<file path="src/rtl/pipe_stage_reg.sv">
// Elastic register pipeline of STAGES valid/ready stages with synchronous flush.
// Define PIPE_STAGE_REG_STALL_CNT_EN to add the saturating stall_cnt output.
module pipe_stage_reg #(
    parameter int unsigned WIDTH  = 3,
    parameter int unsigned STAGES = 1
) (
    input  logic                             clk,
    input  logic                             rst_n,
    input  logic                             in_valid,
    output logic                             in_ready,
    input  logic [WIDTH-1:0]                 in_data,
    output logic                             out_valid,
    input  logic                             out_ready,
    output logic [WIDTH-1:0]                 out_data,
    input  logic                             flush,
    output logic [$clog2(STAGES+1)-1:0]      occupancy
`ifdef PIPE_STAGE_REG_STALL_CNT_EN
    ,
    output logic [15:0]                      stall_cnt
`endif
);

    localparam int unsigned OccW = $clog2(STAGES + 1);

    logic [STAGES-1:0]            valid_q, valid_d;
    logic [STAGES-1:0][WIDTH-1:0] data_q, data_d;
    logic [STAGES-1:0]            ready;
    logic [STAGES-1:0]            src_valid;
    logic [STAGES-1:0][WIDTH-1:0] src_data;
    logic [OccW-1:0]              occ_q, occ_d;
    logic                         ready_chain;

    // Ready ripples backwards from the output: a stage accepts if empty or draining.
    always_comb begin
        ready       = '0;
        ready_chain = out_ready;
        for (int i = int'(STAGES) - 1; i >= 0; i--) begin
            ready_chain = !valid_q[i] || ready_chain;
            ready[i]    = ready_chain;
        end
    end

    always_comb begin
        src_valid    = '0;
        src_data     = '0;
        src_valid[0] = in_valid;
        src_data[0]  = in_data;
        for (int i = 1; i < int'(STAGES); i++) begin
            src_valid[i] = valid_q[i-1];
            src_data[i]  = data_q[i-1];
        end
    end

    always_comb begin
        valid_d = valid_q;
        data_d  = data_q;
        for (int i = 0; i < int'(STAGES); i++) begin
            if (flush) begin
                valid_d[i] = 1'b0;
            end else if (ready[i]) begin
                valid_d[i] = src_valid[i];
                if (src_valid[i]) begin
                    data_d[i] = src_data[i];
                end
            end
        end
    end

    always_comb begin
        occ_d = '0;
        for (int i = 0; i < int'(STAGES); i++) begin
            occ_d = occ_d + OccW'(valid_d[i]);
        end
    end

    always_ff @(posedge clk or negedge rst_n) begin
        if (!rst_n) begin
            valid_q <= '0;
            data_q  <= '0;
            occ_q   <= '0;
        end else begin
            valid_q <= valid_d;
            data_q  <= data_d;
            occ_q   <= occ_d;
        end
    end

    assign in_ready  = ready[0] && !flush;
    assign out_valid = valid_q[STAGES-1];
    assign out_data  = data_q[STAGES-1];
    assign occupancy = occ_q;

`ifdef PIPE_STAGE_REG_STALL_CNT_EN
    logic [15:0] stall_q, stall_d;

    always_comb begin
        stall_d = stall_q;
        if (valid_q[STAGES-1] && !out_ready && (stall_q != 16'hFFFF)) begin
            stall_d = stall_q + 16'd1;
        end
    end

    always_ff @(posedge clk or negedge rst_n) begin
        if (!rst_n) begin
            stall_q <= '0;
        end else begin
            stall_q <= stall_d;
        end
    end

    assign stall_cnt = stall_q;
`endif

endmodule

</file>
<file path="config.mk">
export PLATFORM = sky130hd
export DESIGN_NAME = pipe_stage_reg
export DESIGN_NICKNAME = d
export VERILOG_FILES = /design/src/rtl/pipe_stage_reg.sv
export SDC_FILE = /design/constraint.sdc
export NUM_CORES = 1
export LEC_CHECK = 0
export ABC_AREA = 1
export BUFFER_PORTS_ARGS = -buffer_cell sky130_fd_sc_hd__buf_4
export CAP_MARGIN = 15
export CORE_AREA = 2 2 39 41
export DETAILED_ROUTE_END_ITERATION = 7
export DIE_AREA = 0 0 41 43
export PLACE_DENSITY = 0.44
export SETUP_SLACK_MARGIN = 0.1
export SYNTH_ARGS = -nofsm -noshare
export SYNTH_HDL_FRONTEND = slang
export SYNTH_SLANG_ARGS = --single-unit
</file>
<file path="constraint.sdc">
create_clock -name clk -period 0.85 [get_ports clk]
set_clock_uncertainty 0.2 [all_clocks]
set_input_delay 0.255 -clock clk [delete_from_list [all_inputs] [get_ports clk]]
set_output_delay 0.255 -clock clk [all_outputs]
set_load 0.01 [all_outputs]
</file>
==> reports/qor.yml, run 1 <==
timing:
  hold_viol: 0
  maxSlewViolCount: 0
  post-route-period-util_pct: 159
  period_needed_ns: 1.35
  worstMarginPinSlew_ns: 0.111
  rsz0062_at_grt: "yes"
  setup_viol: 10
  max_freq_mhz: 739
  relSlewSlack_pct: 92.6
  setup_ws_ns: -0.504
route:
  viasPerCell: 3.45
  wirelength_um: 473
  drt_iter0_drc: 4
  drc_errors: 0
  wire_per_inst_um: 8.45
  vias: 193
  firstDrtPassIters: 4
  ant_nets: 0
synthesis:
  yosysTopAreaCellShare_pct: 53.7
  synth.most_common_cell: "nand2_1"
  syn-num-nets: 29
  synth_ff_type: "dfrtp_1"
  async_flop_share_pct: 100
  synth_seq_cells: 4
  yosys_warnings: 0
  synthTopCellsByArea: "dfrtp_1 54%, nand2_1 12%, nand3_1 8.1%"
  yosys.area.top_type: "dfrtp_1"
  synth_area_per_cell_um2: 8.88
  ys_seq_area_share_pct: 53.7
  synth_commonest_cells: "6 x nand2_1, 4 x dfrtp_1, 3 x nand3_1"
  syn-cell-area_um2: 186
  synth_cell_types: 8
  netlist_instances: 21
  synth_edf_count: 0
die:
  start_util_pct: 13.5
  die_area_um2: 1760
  core-area_um2: 1380
  die_y_um: 43
  rows: 14
  ios: 14
  die_w_um: 41
power_and_ir_drop:
  powerDensity_nw_per_um2: 1810
  p_leak_nw: 0.191
  ir_drop_v: 0.00122
outcome:
  status: "finished with violations"
  violations: "negative setup slack"
clock_tree:
  cts_buffers: 3
  clockBufferDepth: 2
  clk_latency_ns: 0.24
  cts_tree: "yes"
  cts_root_buffer: "clkbuf_4"
  cts.htree.levels: 1
  cts.sink_count: 4
  clk_pin_slew_ns: 0.05
cells_and_area:
  drive_gt1_share_pct: 57.5
  instances_no_fill: 56
  final_core_util_pct: 26.3
  syn_to_final_growth_pct: 95.3
  nets: 49
  multi_input_area_um2: 75.1
  regArea_um2: 101
  n_fill_cell: 153
  antenna_cells: 0
place:
  gp_congestion: 0.738
  dp_hpwl_um: 371
  portBuffers: 13
  dpl.cell_count: 50
critical_path:
  startpoint_type: "flop"
  worstPathRequired_ns: 0.39
  arrival_ns: 0.90
  crit_family: "flip-flops"
  cp_slowest_stage_delay_ns: 0.42
  cpMaxStageDelayCell: "dfrtp_2"
  cp_num_buf_inv: 1
  cp_cell_sequence: "a21oi_2 > buf_4"
  cp_max_fo: 4
  path_class: "flop to primary output"
  rrSetupSlack_ns: -0.21
  cp-end-kind: "primary output"
run:
  maxCapViolCount: 0
global_routing:
  first_global_vias: 196
  grt_first_pass_wirelength_um: 738
  grt_antenna_before_repair: 0
  grtUsageTotal_pct: 6.57
  overflow: 0
  grt_max_degree: 6
hold_path:
  worst_hold_path_type: "input port to flop"
## what timing repair did
action	in CTS	in global routing
endpoints found under the hold margin	4	0
setup endpoints to repair	10	10
pin swaps	0	0
hold buffers	1	0
setup buffers	0	1
gates resized for setup	3	0
## metrics by stage
step	TNS, ns	worst slack [ns]	total power [mW]	cell area, µm²	hold slack (ns)
final	-3.05	-0.504	0.659	364	0.00464
after global routing	-3.39	-0.555	0.704	364	0.00455
after global placement	-1.55	-0.249	0.371	309	-0.143
after detailed placement	-1.58	-0.255	0.371	309	-0.144
after floorplan	-0.999	-0.214	0.290	195	-0.241
after CTS	-3.10	-0.512	0.659	357	0.00664
## registers in the layout, summed over array words and instances (netlist names)
register   cells
occupancy      1
out_data       3
## layout make-up
type	count	share of cell area, %
flip-flops and latches	4	27.8
multi-input cells	14	20.6
clock buffers	4	7.22
repair buffers	16	36.8
inverters	2	2.06
well taps	16	5.50
## layer usage
metal / part of all wire, % / GRT usage (%) / wire length, µm / vias up
met4: 0 / 4.00 / 0 / 0
met1: 46 / 8.85 / 219 / 79
met5: 0 / 0 / 0 / -
li1: - / - / - / 103
met2: 41 / 7.19 / 192 / 11
met3: 13 / 4.71 / 62 / 0
## power breakdown
group / switching (mW) / internal, mW / total (mW)
clock network: 0.0845 / 0.177 / 0.261
logic: 0.0652 / 0.0981 / 0.163
registers: 0.0184 / 0.216 / 0.234
## cells in the final DEF (no fill, tap or decap), drive strengths merged
cell         netlist  final
nand3              3      3
inv                2      2
nand2              8      8
dlygate4sd3        0      1
a21oi              2      2
buf                1     15
nor2               1      1
clkbuf             0      4
dfrtp              4      4
## final timing paths
kind                             startpoint          end  cells after the start
min in group asynchronous             rst_n    occupancy                      2
max in group asynchronous             rst_n  out_data[1]                      2
worst max-delay path              occupancy     in_ready                      2
worst min register to register  out_data[1]  out_data[1]                      2
worst min-delay path                  flush    occupancy                      2
worst max register to register    occupancy  out_data[0]                      4
## logic make-up after synthesis
| family | share of synthesized area, % |
|---|---|
| simple gates | 32.9 |
| compound gates | 5.37 |
| flops | 53.7 |
| buf+inv | 8.06 |
(Power assumes the default switching activity.)
==> inputs of run 2 (changes only) <==
SETUP_SLACK_MARGIN = 0.2   (was 0.1)
==> run 2 against run 1 <==
Against the previous run: the flow finishes with violations (negative hold slack, negative setup slack); power decreased by 0.57%; hold slack lost 0.40 ns; sequential power about the same; final cell count down 1.8%.
==> reports/qor.yml, run 2 (synthesized netlist as in run 1, its figures left out) <==
die:
  rows: 14
  die_y_um: 43
  core-area_um2: 1380
  die_w_um: 41
  ios: 14
  die_area_um2: 1760
  start_util_pct: 13.5
critical_path:
  cp_cell_sequence: "a21oi_2 > buf_4"
  startpoint_type: "flop"
  worstPathRequired_ns: 0.39
  arrival_ns: 0.90
  crit_family: "flip-flops"
  cp_slowest_stage_delay_ns: 0.42
  path_class: "flop to primary output"
  cpMaxStageDelayCell: "dfrtp_2"
  cp-end-kind: "primary output"
  cp_max_fo: 4
  crit_path_start: "occupancy"
  rr_startpoint: "occupancy"
  cp_num_buf_inv: 1
cells_and_area:
  stdcell_area_um2: 354
  instances_no_fill: 55
  multi_input_area_um2: 75.1
  antenna_cells: 0
  drive_gt1_share_pct: 59.0
  final_common_cell: "buf_4"
  regArea_um2: 101
  final_cell_mix: "12 x buf_4, 6 x nand2_1"
  syn_to_final_growth_pct: 89.9
  final_core_util_pct: 25.6
  nets: 48
  largest_reg_flops: 3
  n_fill_cell: 154
route:
  ant_nets: 0
  firstDrtPassIters: 4
  drc_errors: 0
  wirelength_um: 460
  wire_per_inst_um: 8.36
  vias: 189
  viasPerCell: 3.44
  drt_iter0_drc: 4
clock_tree:
  clk_pin_slew_ns: 0.05
  cts_buffers: 3
  clockBufferDepth: 2
  cts.sink_count: 4
  clk_latency_ns: 0.24
  cts_tree: "yes"
  cts_root_buffer: "clkbuf_4"
  cts.htree.levels: 1
global_routing:
  grt_max_degree: 6
  first_global_vias: 184
  grt_antenna_before_repair: 0
  overflow: 0
  grt_first_pass_wirelength_um: 710
  grtUsageTotal_pct: 6.36
power_and_ir_drop:
  p_leak_nw: 0.186
  powerDensity_nw_per_um2: 1850
  ir_drop_v: 0.00122
timing:
  worstMarginPinSlew_ns: 0.111
  period_needed_ns: 1.35
  setup_ws_ns: -0.504
  rsz0062_at_grt: "yes"
  max_freq_mhz: 739
  fin_setup_tns_ns: -3.05
  hold_slack_ns: -0.398
  relSlewSlack_pct: 92.6
  post-route-period-util_pct: 159
  maxSlewViolCount: 0
  setup_viol: 10
  hold_viol: 4
place:
  dpl-instance-area_um2: 309
  dp_hpwl_um: 371
  dpl.cell_count: 50
  portBuffers: 13
  gp_congestion: 0.738
run:
  maxCapViolCount: 0
hold_path:
  worst_hold_path_type: "input port to asynchronous set/reset pin"
outcome:
  status: "finished with violations"
  violations: "negative hold slack, negative setup slack"
==> run 2: what timing repair did <==
| item | 4_1_cts | 5_1_grt |
|---|---|---|
| endpoints found under the setup margin | 10 | 10 |
| setup buffers | 0 | 1 |
| endpoints found under the hold margin | 4 | 4 |
| resized for setup | 3 | 0 |
==> run 2: power by group <==
group          total [mW]  internal [mW]  switching, mW
logic               0.160         0.0951         0.0645
registers           0.234          0.216         0.0184
clock network       0.261          0.177         0.0845
==> run 2: routing by layer <==
layer | global-route usage [%] | wire length, µm | up-vias
met5 | 0 | 0 | -
met4 | 4.00 | 0 | 0
met3 | 4.71 | 64 | 0
met2 | 6.56 | 181 | 11
met1 | 8.85 | 214 | 77
li1 | - | - | 101
==> run 2: area by class of cell <==
cell class / instances / share of cell area [%]
clock buffers: 4 / 7.42
flip-flops and latches: 4 / 28.6
repair buffers: 15 / 35.0
inverters: 2 / 2.12
well taps: 16 / 5.65
multi-input cells: 14 / 21.2
==> run 2: final timing paths <==
kind | end | slack [ns] | cells past startpoint
setup / recovery | in_ready | -0.50 | 2
hold / removal | occupancy | -0.40 | 1
setup reg to reg | out_data[0] | -0.21 | 4
hold reg to reg | out_data[1] | 0.29 | 2
max in group asynchronous | out_data[1] | 0.73 | 1
min in group clk | occupancy | 0 | 2
==> run 2: worst reg2reg max path: stages, from the launching register on <==
cell	delay (ns)
dfrtp_2	0.42
nand2_2	0.12
nand2_2	0.08
nand2_1	0.06
nand2_1	0.05
==> run 2: metrics by stage <==
stage,setup WS [ns],power [mW]
floorplan,-0.214,0.290
finish,-0.504,0.655
CTS,-0.512,0.655
global placement,-0.249,0.371
detailed placement,-0.255,0.371
global route,-0.555,0.700
